==> src/rtl/pipe_hazard_ctrl_if.sv <==
// Hazard-controller bundle: pipeline status inputs and register control outputs.
// The master side belongs to the pipeline; the slave side is the hazard controller.
interface pipe_hazard_ctrl_if #(
   parameter int CNT_W  = 32,
   parameter int RCNT_W = 16
);
   logic              icache_stall_i;
   logic              dcache_stall_i;
   logic [4:0]        id_rs1_addr_i;
   logic [4:0]        id_rs2_addr_i;
   logic              id_uses_rs1_i;
   logic              id_uses_rs2_i;
   logic              ex_memread_i;
   logic [4:0]        ex_rd_addr_i;
   logic              ex_redirect_i;
   logic              ex_muldiv_i;
   logic              md_done_i;

   logic              pc_stall_o;
   logic              if_id_stall_o;
   logic              id_ex_stall_o;
   logic              ex_mem_stall_o;
   logic              mem_wb_stall_o;
   logic              if_id_flush_o;
   logic              id_ex_flush_o;
   logic              ex_mem_flush_o;
   logic              pc_redirect_o;
   logic              md_start_o;
   logic [CNT_W-1:0]  stall_cycles_o;
   logic [RCNT_W-1:0] redirect_cnt_o;

   modport master (
      output icache_stall_i, dcache_stall_i, id_rs1_addr_i, id_rs2_addr_i,
             id_uses_rs1_i, id_uses_rs2_i, ex_memread_i, ex_rd_addr_i,
             ex_redirect_i, ex_muldiv_i, md_done_i,
      input  pc_stall_o, if_id_stall_o, id_ex_stall_o, ex_mem_stall_o,
             mem_wb_stall_o, if_id_flush_o, id_ex_flush_o, ex_mem_flush_o,
             pc_redirect_o, md_start_o, stall_cycles_o, redirect_cnt_o
   );

   modport slave (
      input  icache_stall_i, dcache_stall_i, id_rs1_addr_i, id_rs2_addr_i,
             id_uses_rs1_i, id_uses_rs2_i, ex_memread_i, ex_rd_addr_i,
             ex_redirect_i, ex_muldiv_i, md_done_i,
      output pc_stall_o, if_id_stall_o, id_ex_stall_o, ex_mem_stall_o,
             mem_wb_stall_o, if_id_flush_o, id_ex_flush_o, ex_mem_flush_o,
             pc_redirect_o, md_start_o, stall_cycles_o, redirect_cnt_o
   );
endinterface

==> src/rtl/pipe_hazard_ctrl.sv <==
// Stall/flush sequencer for the 5-stage pipeline: load-use, EX redirects,
// multi-cycle mul/div handshake, cache freeze, plus saturating perf counters.
module pipe_hazard_ctrl #(
   parameter int CNT_W  = 32,
   parameter int RCNT_W = 16
) (
   input logic               clk,
   input logic               rst_n,
   pipe_hazard_ctrl_if.slave bus
);

   typedef enum logic [1:0] {
      RUN     = 2'd0,
      MD_WAIT = 2'd1,
      MD_DONE = 2'd2
   } state_t;

   state_t state;
   state_t next_state;

   logic freeze;
   logic load_use;
   logic rs1_hit;
   logic rs2_hit;

   logic pc_stall;
   logic if_id_stall;
   logic id_ex_stall;
   logic ex_mem_stall;
   logic mem_wb_stall;
   logic if_id_flush;
   logic id_ex_flush;
   logic ex_mem_flush;
   logic pc_redirect;
   logic md_start;

   logic [CNT_W-1:0]  stall_cnt;
   logic [RCNT_W-1:0] redirect_cnt;

   function automatic logic [CNT_W-1:0] sat_inc_stall(input logic [CNT_W-1:0] v);
      return (&v) ? v : v + 1'b1;
   endfunction

   function automatic logic [RCNT_W-1:0] sat_inc_redir(input logic [RCNT_W-1:0] v);
      return (&v) ? v : v + 1'b1;
   endfunction

   assign freeze  = bus.icache_stall_i | bus.dcache_stall_i;
   assign rs1_hit = bus.id_uses_rs1_i & (bus.id_rs1_addr_i == bus.ex_rd_addr_i);
   assign rs2_hit = bus.id_uses_rs2_i & (bus.id_rs2_addr_i == bus.ex_rd_addr_i);
   assign load_use = bus.ex_memread_i & (bus.ex_rd_addr_i != 5'd0) & (rs1_hit | rs2_hit);

   always_comb begin
      next_state   = state;
      pc_stall     = 1'b0;
      if_id_stall  = 1'b0;
      id_ex_stall  = 1'b0;
      ex_mem_stall = 1'b0;
      mem_wb_stall = 1'b0;
      if_id_flush  = 1'b0;
      id_ex_flush  = 1'b0;
      ex_mem_flush = 1'b0;
      pc_redirect  = 1'b0;
      md_start     = 1'b0;
      // Everything stays quiet while reset is held; the register block returns to RUN.
      if (rst_n) begin
         unique case (state)
            RUN: begin
               if (freeze) begin
                  pc_stall     = 1'b1;
                  if_id_stall  = 1'b1;
                  id_ex_stall  = 1'b1;
                  ex_mem_stall = 1'b1;
                  mem_wb_stall = 1'b1;
               end else if (bus.ex_redirect_i) begin
                  if_id_flush = 1'b1;
                  id_ex_flush = 1'b1;
                  pc_redirect = 1'b1;
               end else if (bus.ex_muldiv_i) begin
                  md_start     = 1'b1;
                  pc_stall     = 1'b1;
                  if_id_stall  = 1'b1;
                  id_ex_stall  = 1'b1;
                  ex_mem_flush = 1'b1;
                  next_state   = MD_WAIT;
               end else if (load_use) begin
                  pc_stall    = 1'b1;
                  if_id_stall = 1'b1;
                  id_ex_flush = 1'b1;
               end
            end
            MD_WAIT: begin
               // Done with no freeze: release everything so the result lands in EX/MEM.
               if (bus.md_done_i && !freeze) begin
                  next_state = RUN;
               end else begin
                  pc_stall    = 1'b1;
                  if_id_stall = 1'b1;
                  id_ex_stall = 1'b1;
                  if (freeze) begin
                     ex_mem_stall = 1'b1;
                     mem_wb_stall = 1'b1;
                  end else begin
                     ex_mem_flush = 1'b1;
                  end
                  if (bus.md_done_i) next_state = MD_DONE;
               end
            end
            MD_DONE: begin
               if (freeze) begin
                  pc_stall     = 1'b1;
                  if_id_stall  = 1'b1;
                  id_ex_stall  = 1'b1;
                  ex_mem_stall = 1'b1;
                  mem_wb_stall = 1'b1;
               end else begin
                  next_state = RUN;
               end
            end
            default: next_state = RUN;
         endcase
      end
   end

   always_ff @(posedge clk) begin
      if (!rst_n) begin
         state        <= RUN;
         stall_cnt    <= '0;
         redirect_cnt <= '0;
      end else begin
         state <= next_state;
         if (pc_stall)    stall_cnt    <= sat_inc_stall(stall_cnt);
         if (pc_redirect) redirect_cnt <= sat_inc_redir(redirect_cnt);
      end
   end

   assign bus.pc_stall_o     = pc_stall;
   assign bus.if_id_stall_o  = if_id_stall;
   assign bus.id_ex_stall_o  = id_ex_stall;
   assign bus.ex_mem_stall_o = ex_mem_stall;
   assign bus.mem_wb_stall_o = mem_wb_stall;
   assign bus.if_id_flush_o  = if_id_flush;
   assign bus.id_ex_flush_o  = id_ex_flush;
   assign bus.ex_mem_flush_o = ex_mem_flush;
   assign bus.pc_redirect_o  = pc_redirect;
   assign bus.md_start_o     = md_start;
   assign bus.stall_cycles_o = stall_cnt;
   assign bus.redirect_cnt_o = redirect_cnt;

endmodule

==> src/flat_wrapper.sv <==
// flat-port wrapper written by rule: the top's interface ports become plain ports
module pipe_hazard_ctrl_flat 
#(
   parameter int CNT_W  = 32,
   parameter int RCNT_W = 16
)
  (clk, rst_n, bus_icache_stall_i, bus_dcache_stall_i, bus_id_rs1_addr_i, bus_id_rs2_addr_i, bus_id_uses_rs1_i, bus_id_uses_rs2_i, bus_ex_memread_i, bus_ex_rd_addr_i, bus_ex_redirect_i, bus_ex_muldiv_i, bus_md_done_i, bus_pc_stall_o, bus_if_id_stall_o, bus_id_ex_stall_o, bus_ex_mem_stall_o, bus_mem_wb_stall_o, bus_if_id_flush_o, bus_id_ex_flush_o, bus_ex_mem_flush_o, bus_pc_redirect_o, bus_md_start_o, bus_stall_cycles_o, bus_redirect_cnt_o);
  pipe_hazard_ctrl_if #(.CNT_W(CNT_W), .RCNT_W(RCNT_W)) bus_i ();
  input logic clk;
  input logic rst_n;
  input wire logic [$bits(bus_i.icache_stall_i)-1:0] bus_icache_stall_i;
  input wire logic [$bits(bus_i.dcache_stall_i)-1:0] bus_dcache_stall_i;
  input wire logic [$bits(bus_i.id_rs1_addr_i)-1:0] bus_id_rs1_addr_i;
  input wire logic [$bits(bus_i.id_rs2_addr_i)-1:0] bus_id_rs2_addr_i;
  input wire logic [$bits(bus_i.id_uses_rs1_i)-1:0] bus_id_uses_rs1_i;
  input wire logic [$bits(bus_i.id_uses_rs2_i)-1:0] bus_id_uses_rs2_i;
  input wire logic [$bits(bus_i.ex_memread_i)-1:0] bus_ex_memread_i;
  input wire logic [$bits(bus_i.ex_rd_addr_i)-1:0] bus_ex_rd_addr_i;
  input wire logic [$bits(bus_i.ex_redirect_i)-1:0] bus_ex_redirect_i;
  input wire logic [$bits(bus_i.ex_muldiv_i)-1:0] bus_ex_muldiv_i;
  input wire logic [$bits(bus_i.md_done_i)-1:0] bus_md_done_i;
  output wire logic [$bits(bus_i.pc_stall_o)-1:0] bus_pc_stall_o;
  output wire logic [$bits(bus_i.if_id_stall_o)-1:0] bus_if_id_stall_o;
  output wire logic [$bits(bus_i.id_ex_stall_o)-1:0] bus_id_ex_stall_o;
  output wire logic [$bits(bus_i.ex_mem_stall_o)-1:0] bus_ex_mem_stall_o;
  output wire logic [$bits(bus_i.mem_wb_stall_o)-1:0] bus_mem_wb_stall_o;
  output wire logic [$bits(bus_i.if_id_flush_o)-1:0] bus_if_id_flush_o;
  output wire logic [$bits(bus_i.id_ex_flush_o)-1:0] bus_id_ex_flush_o;
  output wire logic [$bits(bus_i.ex_mem_flush_o)-1:0] bus_ex_mem_flush_o;
  output wire logic [$bits(bus_i.pc_redirect_o)-1:0] bus_pc_redirect_o;
  output wire logic [$bits(bus_i.md_start_o)-1:0] bus_md_start_o;
  output wire logic [$bits(bus_i.stall_cycles_o)-1:0] bus_stall_cycles_o;
  output wire logic [$bits(bus_i.redirect_cnt_o)-1:0] bus_redirect_cnt_o;
  assign bus_i.icache_stall_i = bus_icache_stall_i;
  assign bus_i.dcache_stall_i = bus_dcache_stall_i;
  assign bus_i.id_rs1_addr_i = bus_id_rs1_addr_i;
  assign bus_i.id_rs2_addr_i = bus_id_rs2_addr_i;
  assign bus_i.id_uses_rs1_i = bus_id_uses_rs1_i;
  assign bus_i.id_uses_rs2_i = bus_id_uses_rs2_i;
  assign bus_i.ex_memread_i = bus_ex_memread_i;
  assign bus_i.ex_rd_addr_i = bus_ex_rd_addr_i;
  assign bus_i.ex_redirect_i = bus_ex_redirect_i;
  assign bus_i.ex_muldiv_i = bus_ex_muldiv_i;
  assign bus_i.md_done_i = bus_md_done_i;
  assign bus_pc_stall_o = bus_i.pc_stall_o;
  assign bus_if_id_stall_o = bus_i.if_id_stall_o;
  assign bus_id_ex_stall_o = bus_i.id_ex_stall_o;
  assign bus_ex_mem_stall_o = bus_i.ex_mem_stall_o;
  assign bus_mem_wb_stall_o = bus_i.mem_wb_stall_o;
  assign bus_if_id_flush_o = bus_i.if_id_flush_o;
  assign bus_id_ex_flush_o = bus_i.id_ex_flush_o;
  assign bus_ex_mem_flush_o = bus_i.ex_mem_flush_o;
  assign bus_pc_redirect_o = bus_i.pc_redirect_o;
  assign bus_md_start_o = bus_i.md_start_o;
  assign bus_stall_cycles_o = bus_i.stall_cycles_o;
  assign bus_redirect_cnt_o = bus_i.redirect_cnt_o;
  pipe_hazard_ctrl #(.CNT_W(CNT_W), .RCNT_W(RCNT_W)) u_core (.clk(clk), .rst_n(rst_n), .bus(bus_i));
endmodule
==> config.mk <==
export PLATFORM = sky130hd
export DESIGN_NAME = pipe_hazard_ctrl_flat
export DESIGN_NICKNAME = d
export VERILOG_FILES = /design/src/rtl/pipe_hazard_ctrl_if.sv /design/src/rtl/pipe_hazard_ctrl.sv /design/src/flat_wrapper.sv
export SDC_FILE = /design/constraint.sdc
export NUM_CORES = 1
export LEC_CHECK = 0
export ABC_AREA = 1
export BUFFER_PORTS_ARGS = -buffer_cell sky130_fd_sc_hd__buf_2
export CAP_MARGIN = 5
export CORE_UTILIZATION = 30
export DETAILED_ROUTE_END_ITERATION = 6
export GPL_ROUTABILITY_DRIVEN = 1
export SYNTH_ARGS = -nofsm -noshare
export SYNTH_HDL_FRONTEND = slang
export SYNTH_SLANG_ARGS = --single-unit
==> constraint.sdc <==
create_clock -name clk -period 2.1 [get_ports clk]
set_input_delay 0.42 -clock clk [delete_from_list [all_inputs] [get_ports clk]]
set_output_delay 0.42 -clock clk [all_outputs]
set_load 0.01 [all_outputs]
==> metrics.txt <==
outcome completed; drt pass-1 iters 5; synth cell count leaders nand2_1 (170), nor2_1 (66), inv_1 (54); Fin Clk Skew 0.00294 ns; P_leak roughly 1.7 nW; deepest clock path buffer count 2; CP Data Required Time about 1.7 ns; Worst-path clk slew ~0.090 ns; Layout area overhead 21.8%; vias in the first global route 3,679; clock tree root buffer cell clkbuf_8; CP Class input pin to output pin; Buffers on Ports 82; worst endpoint data arrival time 1.55 ns; Vias per Instance between 4 and 5; Synth Register Bits 50; Setup crit start kind input pin; Min-Delay Path Class input pin to register; number of clock sinks 50; setup violation total in the final timing report 0; minimum clock period about 2.0 ns; Max Fclk 507 MHz; Worst-Skew Late Latency just over 0.3 ns; Die X between 100 and 150 um; Fillers ~1,200; initial core utilization 0.308; Worst Setup End Kind output pin; Netlist cell types 31; fraction of final layout cells sized beyond drive strength 1 0.193; Die H 108 um; Final GP Congestion 0.883; Multi-input gate area 2030 um2; Synthesis Warnings 0; cell accounting for the most synthesized area dfxtp_1; worst rel slew slack 0.676; pin count of the biggest net entering global routing 40; Ant. Diodes 0; CTS tree done; Detail Route Antenna Nets 0; post-CTS setup buffers 0; wire per inst 12.9 um; Power Dens Cells 432 nW/um2; antenna violations before repair 0; gr usage total 0.182; total chip power around 1.8 mW; Final #Nets ~660; fraction of registers with async set/reset 0; I/O Pins 83; Final Hold Vio Count 0; max_cap viols 0; Mapped Cells 551; Net Count, Synth 578; DRC 0; EDFF count, synth 0; Crit Path Max Fanout 9; setup_tns 0 ns; Avg Cell Area, Syn 6.06 um2; die footprint 11,600 um2; Std-Cell Core Area 10,800 um2; first-pass GRT wire length ~17,000 um; final WL about 10,000 um; maximum vdd ir drop 196 uV; initial DRC count 251; fin util 0.375; Synth top area share 0.300; Seq/Total Area, Yosys 0.300; Mapped Area 3340 um2; Vias 3,741; worst slew pin tran 0.482 ns; count leader, synth nand2_1; total congestion overflow 0; placed wire-length estimate around 7900 um; largest cells by area after synthesis dfxtp_1 (30%), nand2_1 (19%), nand3_1 (7.8%); Post-CTS Resized 0; unrepaired setup endpoints after global routing true; area of all sequential standard cells 1000 um2; total CTS buffers 5; part of the cycle the worst path needs 0.938; cts hold-fix bufs 0; Fin Hold WS 0.406 ns; row count 38; fin. max-slew vios 0; H-Tree Depth 2; Synth Flop Type dfxtp_1
layout make-up:
| class | count | area share |
|---|---|---|
| clock buffer | 6 | 0.0203 |
| clock inverter | 2 | 0.00308 |
| inverter | 57 | 0.0526 |
| multi-input combinational | 425 | 0.498 |
| sequential | 50 | 0.246 |
| tap | 140 | 0.0431 |
| timing repair buffer | 98 | 0.137 |
routing by layer:
layer / GRT usage / routed length (um) / up-vias
li1: - / - / 1946
met1: 0.232 / 4610 / 1689
met2: 0.321 / 4900 / 94
met3: 0.0266 / 407 / 12
met4: 0.0401 / 121 / 0
met5: 0 / 0 / -
worst paths after layout:
kind	slack (ns)	end	start	depth (start not counted)
worst max register to register	0.20	u_core.bus.stall_cycles_o[8]	u_core.bus.stall_cycles_o[5]	9
worst min register to register	0.51	u_core.bus.redirect_cnt_o[10]	u_core.bus.redirect_cnt_o[10]	2
worst max-delay path	0.13	bus_pc_stall_o	bus_dcache_stall_i	8
worst min-delay path	0.41	u_core.state[0]	bus_icache_stall_i	4
logic make-up (layout without fill, tap and decap cells):
group / count (synthesis) / count (layout) / synth area share
AOI/OAI and AO/OA: 63 / 63 / 0.0970
xor gates and xnor gates: 24 / 24 / 0.0629
and+or+nand+nor: 336 / 336 / 0.436
DFF: 50 / 50 / 0.300
adders and majority gates: 2 / 2 / 0.00749
buffers and inverters: 76 / 163 / 0.0967
sequential cells by signal (all words and copies together), names as in the netlist:
name / flops
u_core.bus.redirect_cnt_o: 16
u_core.state: 2
u_core.bus.stall_cycles_o: 32
layout by cell type (no fill, tap or decap), types with 2 or more instances in the layout:
master | synthesis | layout
a211oi_1 | 2 | 2
a21oi_1 | 49 | 49
buf_12 | 0 | 2
buf_2 | 3 | 82
buf_4 | 3 | 14
clkbuf_8 | 0 | 6
dfxtp_1 | 50 | 49
ha_1 | 2 | 2
inv_1 | 54 | 54
inv_2 | 3 | 3
nand2_1 | 170 | 170
nand2_2 | 3 | 2
nand3_1 | 52 | 52
nand3b_1 | 7 | 7
nand4_1 | 11 | 11
nor2_1 | 66 | 66
nor2_2 | 4 | 4
nor3_1 | 15 | 14
nor3_2 | 1 | 2
nor4_1 | 2 | 2
o21ai_0 | 9 | 9
o21ai_1 | 2 | 2
xnor2_1 | 6 | 6
xor2_1 | 18 | 18
worst max-delay path, cell delays in order:
cell and delay, ns:
buf_2 0.10, nor2_2 0.18, inv_1 0.11, o21ai_0 0.20, nand3_1 0.12, nand2_1 0.14
nand2_4 0.11, buf_2 0.17
metrics by stage:
stage	cells	setup WS, ns	cell area, um2
final	778	0.130	4070
after CTS	778	0.0986	4060
after global placement	770	0.176	3960
after detailed placement	770	0.111	3960
after floorplan	551	0.281	3340
after global routing	778	-0.00120	4070
power breakdown:
part	internal [mW]	total, mW	switching [mW]
combinational	0.0793	0.207	0.127
sequential	0.952	0.956	0.00414
clock	0.265	0.594	0.328
total	1.30	1.76	0.460
No activity file was read; power rests on OpenSTA's default activity.
